==> config.mk <==
export PLATFORM = sky130hd
export DESIGN_NAME = vec_addsub_fifo
export DESIGN_NICKNAME = d
export VERILOG_FILES = /design/src/rtl/vec_addsub_fifo.sv
export SDC_FILE = /design/constraint.sdc
export NUM_CORES = 2
export LEC_CHECK = 0
export ABC_CLOCK_PERIOD_IN_PS = 18100
export BUFFER_PORTS_ARGS = -buffer_cell sky130_fd_sc_hd__clkbuf_2
export CAP_MARGIN = 20
export CORE_ASPECT_RATIO = 0.5
export CORE_UTILIZATION = 42
export DETAILED_ROUTE_END_ITERATION = 7
export SYNTH_ARGS = -nofsm -noshare
export SYNTH_HDL_FRONTEND = slang
export SYNTH_SLANG_ARGS = --single-unit
==> constraint.sdc <==
create_clock -name clock -period 18.1 [get_ports clock]
set_clock_uncertainty 0.15 [all_clocks]
set_input_delay 3.62 -clock clock [delete_from_list [all_inputs] [get_ports clock]]
set_output_delay 3.62 -clock clock [all_outputs]
set_load 0.005 [all_outputs]
==> src/rtl/vec_addsub_fifo.sv <==
// Lane-wise signed add/subtract engine with a show-ahead result FIFO.
//
// Operand pairs are popped from an upstream first-word-fall-through FIFO. Each
// transaction passes through one stage register and is then written into a
// circular result buffer. The design sustains one transaction per clock.
//
// Ports:
//   clock, reset  clock and asynchronous active-high reset
//   x, y          per-lane signed operands, valid while in_empty=0
//   op            0: out = x - y, 1: out = x + y (travels with x/y)
//   in_empty      upstream FIFO empty
//   in_rd_en      pop upstream; operands are consumed at this edge
//   out, ovf      head-of-FIFO result and per-lane overflow flags
//   out_empty     result FIFO empty
//   out_rd_en     pop head entry (ignored while empty)
//   count         number of entries stored in the result FIFO
module vec_addsub_fifo #(
  parameter int unsigned WIDTH    = 32,
  parameter int unsigned LANES    = 3,
  parameter int unsigned DEPTH    = 16,
  parameter int unsigned SATURATE = 0
) (
  input  logic                             clock,
  input  logic                             reset,
  input  logic [LANES-1:0][WIDTH-1:0]      x,
  input  logic [LANES-1:0][WIDTH-1:0]      y,
  input  logic                             op,
  input  logic                             in_empty,
  output logic                             in_rd_en,
  output logic [LANES-1:0][WIDTH-1:0]      out,
  output logic [LANES-1:0]                 ovf,
  output logic                             out_empty,
  input  logic                             out_rd_en,
  output logic [$clog2(DEPTH+1)-1:0]       count
);

  localparam int unsigned PtrW = $clog2(DEPTH);
  localparam int unsigned CntW = $clog2(DEPTH+1);

  logic                        stage_valid_q, stage_valid_d;
  logic [LANES-1:0][WIDTH-1:0] stage_data_q, stage_data_d;
  logic [LANES-1:0]            stage_ovf_q, stage_ovf_d;
  logic [PtrW-1:0]             wr_ptr_q, wr_ptr_d;
  logic [PtrW-1:0]             rd_ptr_q, rd_ptr_d;
  logic [CntW-1:0]             count_q, count_d;
  logic [LANES-1:0][WIDTH-1:0] mem_q [DEPTH];
  logic [LANES-1:0]            ovf_mem_q [DEPTH];

  logic [LANES-1:0][WIDTH-1:0] res;
  logic [LANES-1:0]            res_ovf;
  logic [WIDTH:0]              sx, sy, sum;
  logic [CntW:0]               occupancy;
  logic                        wr_en, pop;

  // Credit counts the in-flight stage entry; a same-cycle pop earns nothing.
  assign occupancy = {1'b0, count_q} + (CntW+1)'(stage_valid_q);
  assign in_rd_en  = !reset && !in_empty && (occupancy < (CntW+1)'(DEPTH));

  // Arithmetic in WIDTH+1 bits so negating the minimum value cannot overflow.
  always_comb begin
    res     = '0;
    res_ovf = '0;
    sx      = '0;
    sy      = '0;
    sum     = '0;
    for (int i = 0; i < int'(LANES); i++) begin
      sx         = {x[i][WIDTH-1], x[i]};
      sy         = {y[i][WIDTH-1], y[i]};
      sum        = op ? (sx + sy) : (sx - sy);
      res_ovf[i] = sum[WIDTH] ^ sum[WIDTH-1];
      res[i]     = sum[WIDTH-1:0];
      if ((SATURATE != 0) && res_ovf[i]) begin
        res[i] = sum[WIDTH] ? {1'b1, {(WIDTH-1){1'b0}}} : {1'b0, {(WIDTH-1){1'b1}}};
      end
    end
  end

  assign wr_en     = stage_valid_q;
  assign out_empty = (count_q == '0);
  assign pop       = out_rd_en && !out_empty;

  always_comb begin
    stage_valid_d = in_rd_en;
    stage_data_d  = in_rd_en ? res : stage_data_q;
    stage_ovf_d   = in_rd_en ? res_ovf : stage_ovf_q;
    wr_ptr_d      = wr_ptr_q + PtrW'(wr_en);
    rd_ptr_d      = rd_ptr_q + PtrW'(pop);
    count_d       = count_q;
    if (wr_en && !pop) begin
      count_d = count_q + 1'b1;
    end else if (!wr_en && pop) begin
      count_d = count_q - 1'b1;
    end
  end

  always_ff @(posedge clock or posedge reset) begin
    if (reset) begin
      stage_valid_q <= 1'b0;
      stage_data_q  <= '0;
      stage_ovf_q   <= '0;
      wr_ptr_q      <= '0;
      rd_ptr_q      <= '0;
      count_q       <= '0;
    end else begin
      stage_valid_q <= stage_valid_d;
      stage_data_q  <= stage_data_d;
      stage_ovf_q   <= stage_ovf_d;
      wr_ptr_q      <= wr_ptr_d;
      rd_ptr_q      <= rd_ptr_d;
      count_q       <= count_d;
    end
  end

  // Storage needs no reset: the head is masked to zero while the FIFO is empty.
  always_ff @(posedge clock) begin
    if (wr_en) begin
      mem_q[wr_ptr_q]     <= stage_data_q;
      ovf_mem_q[wr_ptr_q] <= stage_ovf_q;
    end
  end

  assign out   = out_empty ? '0 : mem_q[rd_ptr_q];
  assign ovf   = out_empty ? '0 : ovf_mem_q[rd_ptr_q];
  assign count = count_q;

endmodule

==> impl_metrics.py <==
metrics = {
    "synthesis": {
        "synthCells": 3739,
        "seq_area_frac_synth": 0.7084,
        "ys_warn_count": 0,
        "synth_nets": 4047,
        "postSynthAreaPerCell_um2": 19.03,
        "syn_area_um2": 71140,
        "yosysUniqueCellTypes": 82,
        "synth_top_flop_cell": "edfxtp_1",
        "async_flop_share": 0.06659,
        "synth-edff-count": 1584,
        "synth-seq-cells": 1697,
    },
    "global_routing": {
        "grt_max_degree": 101,
        "grt_pass1_wl_mm": 264.5,
        "grt_overflow": 0,
        "first_global_vias": 38430,
        "grt_usage": 0.2137,
        "antenna_found_initial": 35,
    },
    "worst_hold_path": {
        "hold_end": "count[4]",
        "hold_class": "reg -> reg",
        "hp-start": "count[4]",
        "holdPathStages": 1,
    },
    "setup_path": {
        "crit_start": "rd_ptr_q[0]",
        "path_cells": "buf_4 -> buf_4 -> mux4_2 -> mux4_2 -> nor2b_1 -> clkbuf_2",
        "r2r_slack_ns": 14.69,
        "cp_data_required_time_ns": 14.33,
        "critPathKind": "reg -> out",
        "worst_setup_path_start_kind": "flop",
        "cp-end-kind": "output port",
        "worstReg2RegEnd": "mem_q[15][61]",
        "arrival_ns": 5.26,
        "r2r_cells": 4,
        "crit_slowest_cell": "dfrtp_4",
        "slowest_delay_ns": 1.09,
        "reg2reg_from": "wr_ptr_q[2]",
        "crit_fanout": 49,
    },
    "sta": {
        "relSlewSlack": 0.2511,
        "setup-violations-final": 0,
        "finalHoldViolations": 0,
        "min_period_over_period": 0.4988,
        "fmaxAchievable_mhz": 110.8,
        "min_period_ns": 9.028,
        "tightest_slew_ns": 1.123,
        "finalWorstSetupSlack_ns": 9.072,
        "fin_tns_setup_ns": 0,
        "rsz0062_at_grt": "no",
        "drv_slew": 0,
    },
    "clock_tree": {
        "clk_latency_ns": 0.81,
        "cts_resized": 0,
        "cts_tree": "built",
        "path_clk_slew_ns": 0.06,
        "hold_buffers": 0,
        "cts_setup_buffers": 0,
        "clockBufferDepth": 3,
        "cts.sinks": 1697,
        "htreeDepth": 4,
        "root_buffer": "clkbuf_16",
        "cts_buffers": 154,
    },
    "layout": {
        "fin_nets": 4414,
        "drive_gt1_frac": 0.2712,
        "area_growth_syn_to_layout_pct": 13.68,
        "final_area_um2": 80870,
    },
    "detailed_routing": {
        "postRouteWirelength_mm": 180.9,
        "avgViaCountPerCell": 5.723,
        "dr.pass1.iters": 5,
        "wire_per_inst_um": 27.73,
        "initialDrtViolationCount": 3840,
        "post-route-drc-count": 0,
        "via_count": 37330,
        "ant_nets": 0,
    },
    "power": {
        "vdd_drop_max_mv": 0.09215,
        "p_per_area_nw_per_um2": 151.8,
        "power_leakage_nw": 27.12,
    },
    "placed_design": {
        "dp_slack_ns": 9.482,
        "hpwl_mm": 102.0,
        "place_area_um2": 75600,
        "place.gp.congestion": 0.8585,
        "port_buffers": 302,
    },
    "floorplan": {
        "io_pins": 303,
        "initial_core_util": 0.4243,
        "core_um2": 167600,
        "dieArea_um2": 171100,
        "die_h_um": 293.0,
        "die_width_um": 584.0,
        "fp-row-count": 106,
    },
    "status": {
        "status": "complete, no violations",
    },
    "run": {
        "drv_cap": 0,
    },
}
## cell families after synthesis
family / synth area share
xor gates and xnor gates: 0.02225
DFF: 0.7084
adders and majority gates: 0.01995
buffers and inverters: 0.01147
and+or+nand+nor: 0.04242
muxes: 0.1573
AOI/OAI and AO/OA: 0.03818
## sequential cells by signal, indices dropped and copies added, names as in the netlist
register / cells
stage_data_q: 96
count: 5
mem_q: 1536
ovf_mem_q: 48
rd_ptr_q: 4
stage_ovf_q: 3
stage_valid_q: 1
wr_ptr_q: 4
## layout by cell type, fill, tap and decap left out, types with 8 or more instances in the layout
cell type / n
diode_2: 19
and3_1: 13
clkbuf_1: 40
o21ai_0: 135
nor3_1: 39
mux4_2: 495
clkbuf_16: 157
nand2_1: 181
ha_1: 107
nor2_1: 113
clkinv_1: 22
a21o_1: 45
o21a_1: 15
nor3b_1: 8
clkinv_2: 24
nor2b_1: 104
and2_1: 10
o31ai_1: 11
xor2_1: 114
clkbuf_2: 301
nor2_4: 13
or3_1: 13
dfrtp_1: 109
a21oi_1: 142
nor4_1: 8
a31oi_1: 19
nand3_1: 22
buf_4: 69
nand4_1: 11
xnor2_1: 64
inv_1: 53
o21bai_1: 11
bufinv_16: 16
edfxtp_1: 1584
## worst max-delay path by stage
stage | to | slack, ns | cells past startpoint
after floorplan | mem_q[0][0] | 9.66 | 2
after global routing | out[27] | 8.61 | 6
final | out[27] | 9.07 | 6
after detailed placement | stage_ovf_q[2] | 9.48 | 18
after global placement | stage_ovf_q[1] | 9.61 | 17
after CTS | out[21] | 8.79 | 6
## synth_stat cells, types with 4 or more instances
| cell | number | area (µm²) |
|---|---|---|
| nand4_1 | 11 | 68.82 |
| and3_1 | 13 | 81.33 |
| nor3b_1 | 9 | 67.56 |
| o21ai_0 | 136 | 680.7 |
| a211oi_1 | 7 | 52.55 |
| a21oi_1 | 142 | 710.7 |
| ha_1 | 107 | 1339 |
| o21ai_1 | 4 | 20.02 |
| nor2_1 | 126 | 473.0 |
| inv_1 | 54 | 202.7 |
| nand3b_1 | 6 | 45.04 |
| mux2_2 | 4 | 45.04 |
| a21boi_0 | 6 | 45.04 |
| xnor2_1 | 64 | 560.5 |
| nor3_1 | 43 | 215.2 |
| and2_1 | 10 | 62.56 |
| o21bai_1 | 11 | 82.58 |
| o211ai_1 | 6 | 45.04 |
| nand2_1 | 181 | 679.4 |
| buf_1 | 40 | 150.1 |
| nor2b_1 | 104 | 650.6 |
| o21a_1 | 15 | 112.6 |
| edfxtp_1 | 1584 | 47570 |
| clkbuf_1 | 122 | 457.9 |
| mux4_2 | 495 | 11150 |
| or3_1 | 13 | 81.33 |
| fa_1 | 4 | 80.08 |
| o2111ai_1 | 5 | 43.79 |
| dfrtp_1 | 113 | 2828 |
| or4_1 | 7 | 52.55 |
| a31oi_1 | 19 | 118.9 |
| nand2b_1 | 7 | 43.79 |
| nor4b_1 | 4 | 35.03 |
| nor4_1 | 8 | 50.05 |
| o31ai_1 | 11 | 82.58 |
| a21o_1 | 45 | 337.8 |
| xor2_1 | 114 | 998.5 |
| nand3_1 | 22 | 110.1 |
## per-stage QoR
| stage | hold WS [ns] | utilization | std cells | total power [mW] |
|---|---|---|---|---|
| floorplan | 0.3265 | - | 3739 | 7.747 |
| global placement | 0.3525 | 0.4510 | 6217 | 8.995 |
| detailed placement | 0.3713 | 0.4510 | 6217 | 9.067 |
| CTS | 0.3778 | 0.4820 | 6504 | 12.42 |
| global route | 0.3928 | 0.4822 | 6512 | 12.80 |
| finish | 0.3795 | 0.4824 | 6524 | 12.27 |
## where the power goes
group / switching, mW / internal, mW
Combinational: 1.59 / 1.65
Sequential: 0.628 / 5.04
Clock: 1.48 / 1.88
## final cells by class
| class | instances | area, µm² |
|---|---|---|
| diodes | 19 | 47.55 |
| well taps | 2268 | 2838 |
| clock inverters | 83 | 1020 |
| fillers | 13770 | 86770 |
| clock buffers | 204 | 4175 |
| multi-input cells | 1825 | 20060 |
| inverters | 54 | 207.7 |
| repair buffers | 374 | 2112 |
| flip-flops and latches | 1697 | 50410 |
## critical path: cells and delay by family, from the launching register on
family / cells / cell delay, ns
buffers and inverters: 3 / 1.92
multiplexers: 2 / 1.16
flip-flops: 1 / 1.09
AND/OR/NAND/NOR: 1 / 0.17
## routing by layer
metal / part of all wire / global-route usage / vias up / wire, µm
met2: 0.50 / 0.3630 / 1146 / 91190
met5: 0.00043 / 0 / - / 77
met1: 0.42 / 0.2883 / 19940 / 75110
li1: - / - / 15990 / -
met4: 0.021 / 0.05627 / 12 / 3849
met3: 0.059 / 0.03362 / 250 / 10670
Note: power is estimated with default switching activity, not from simulation.
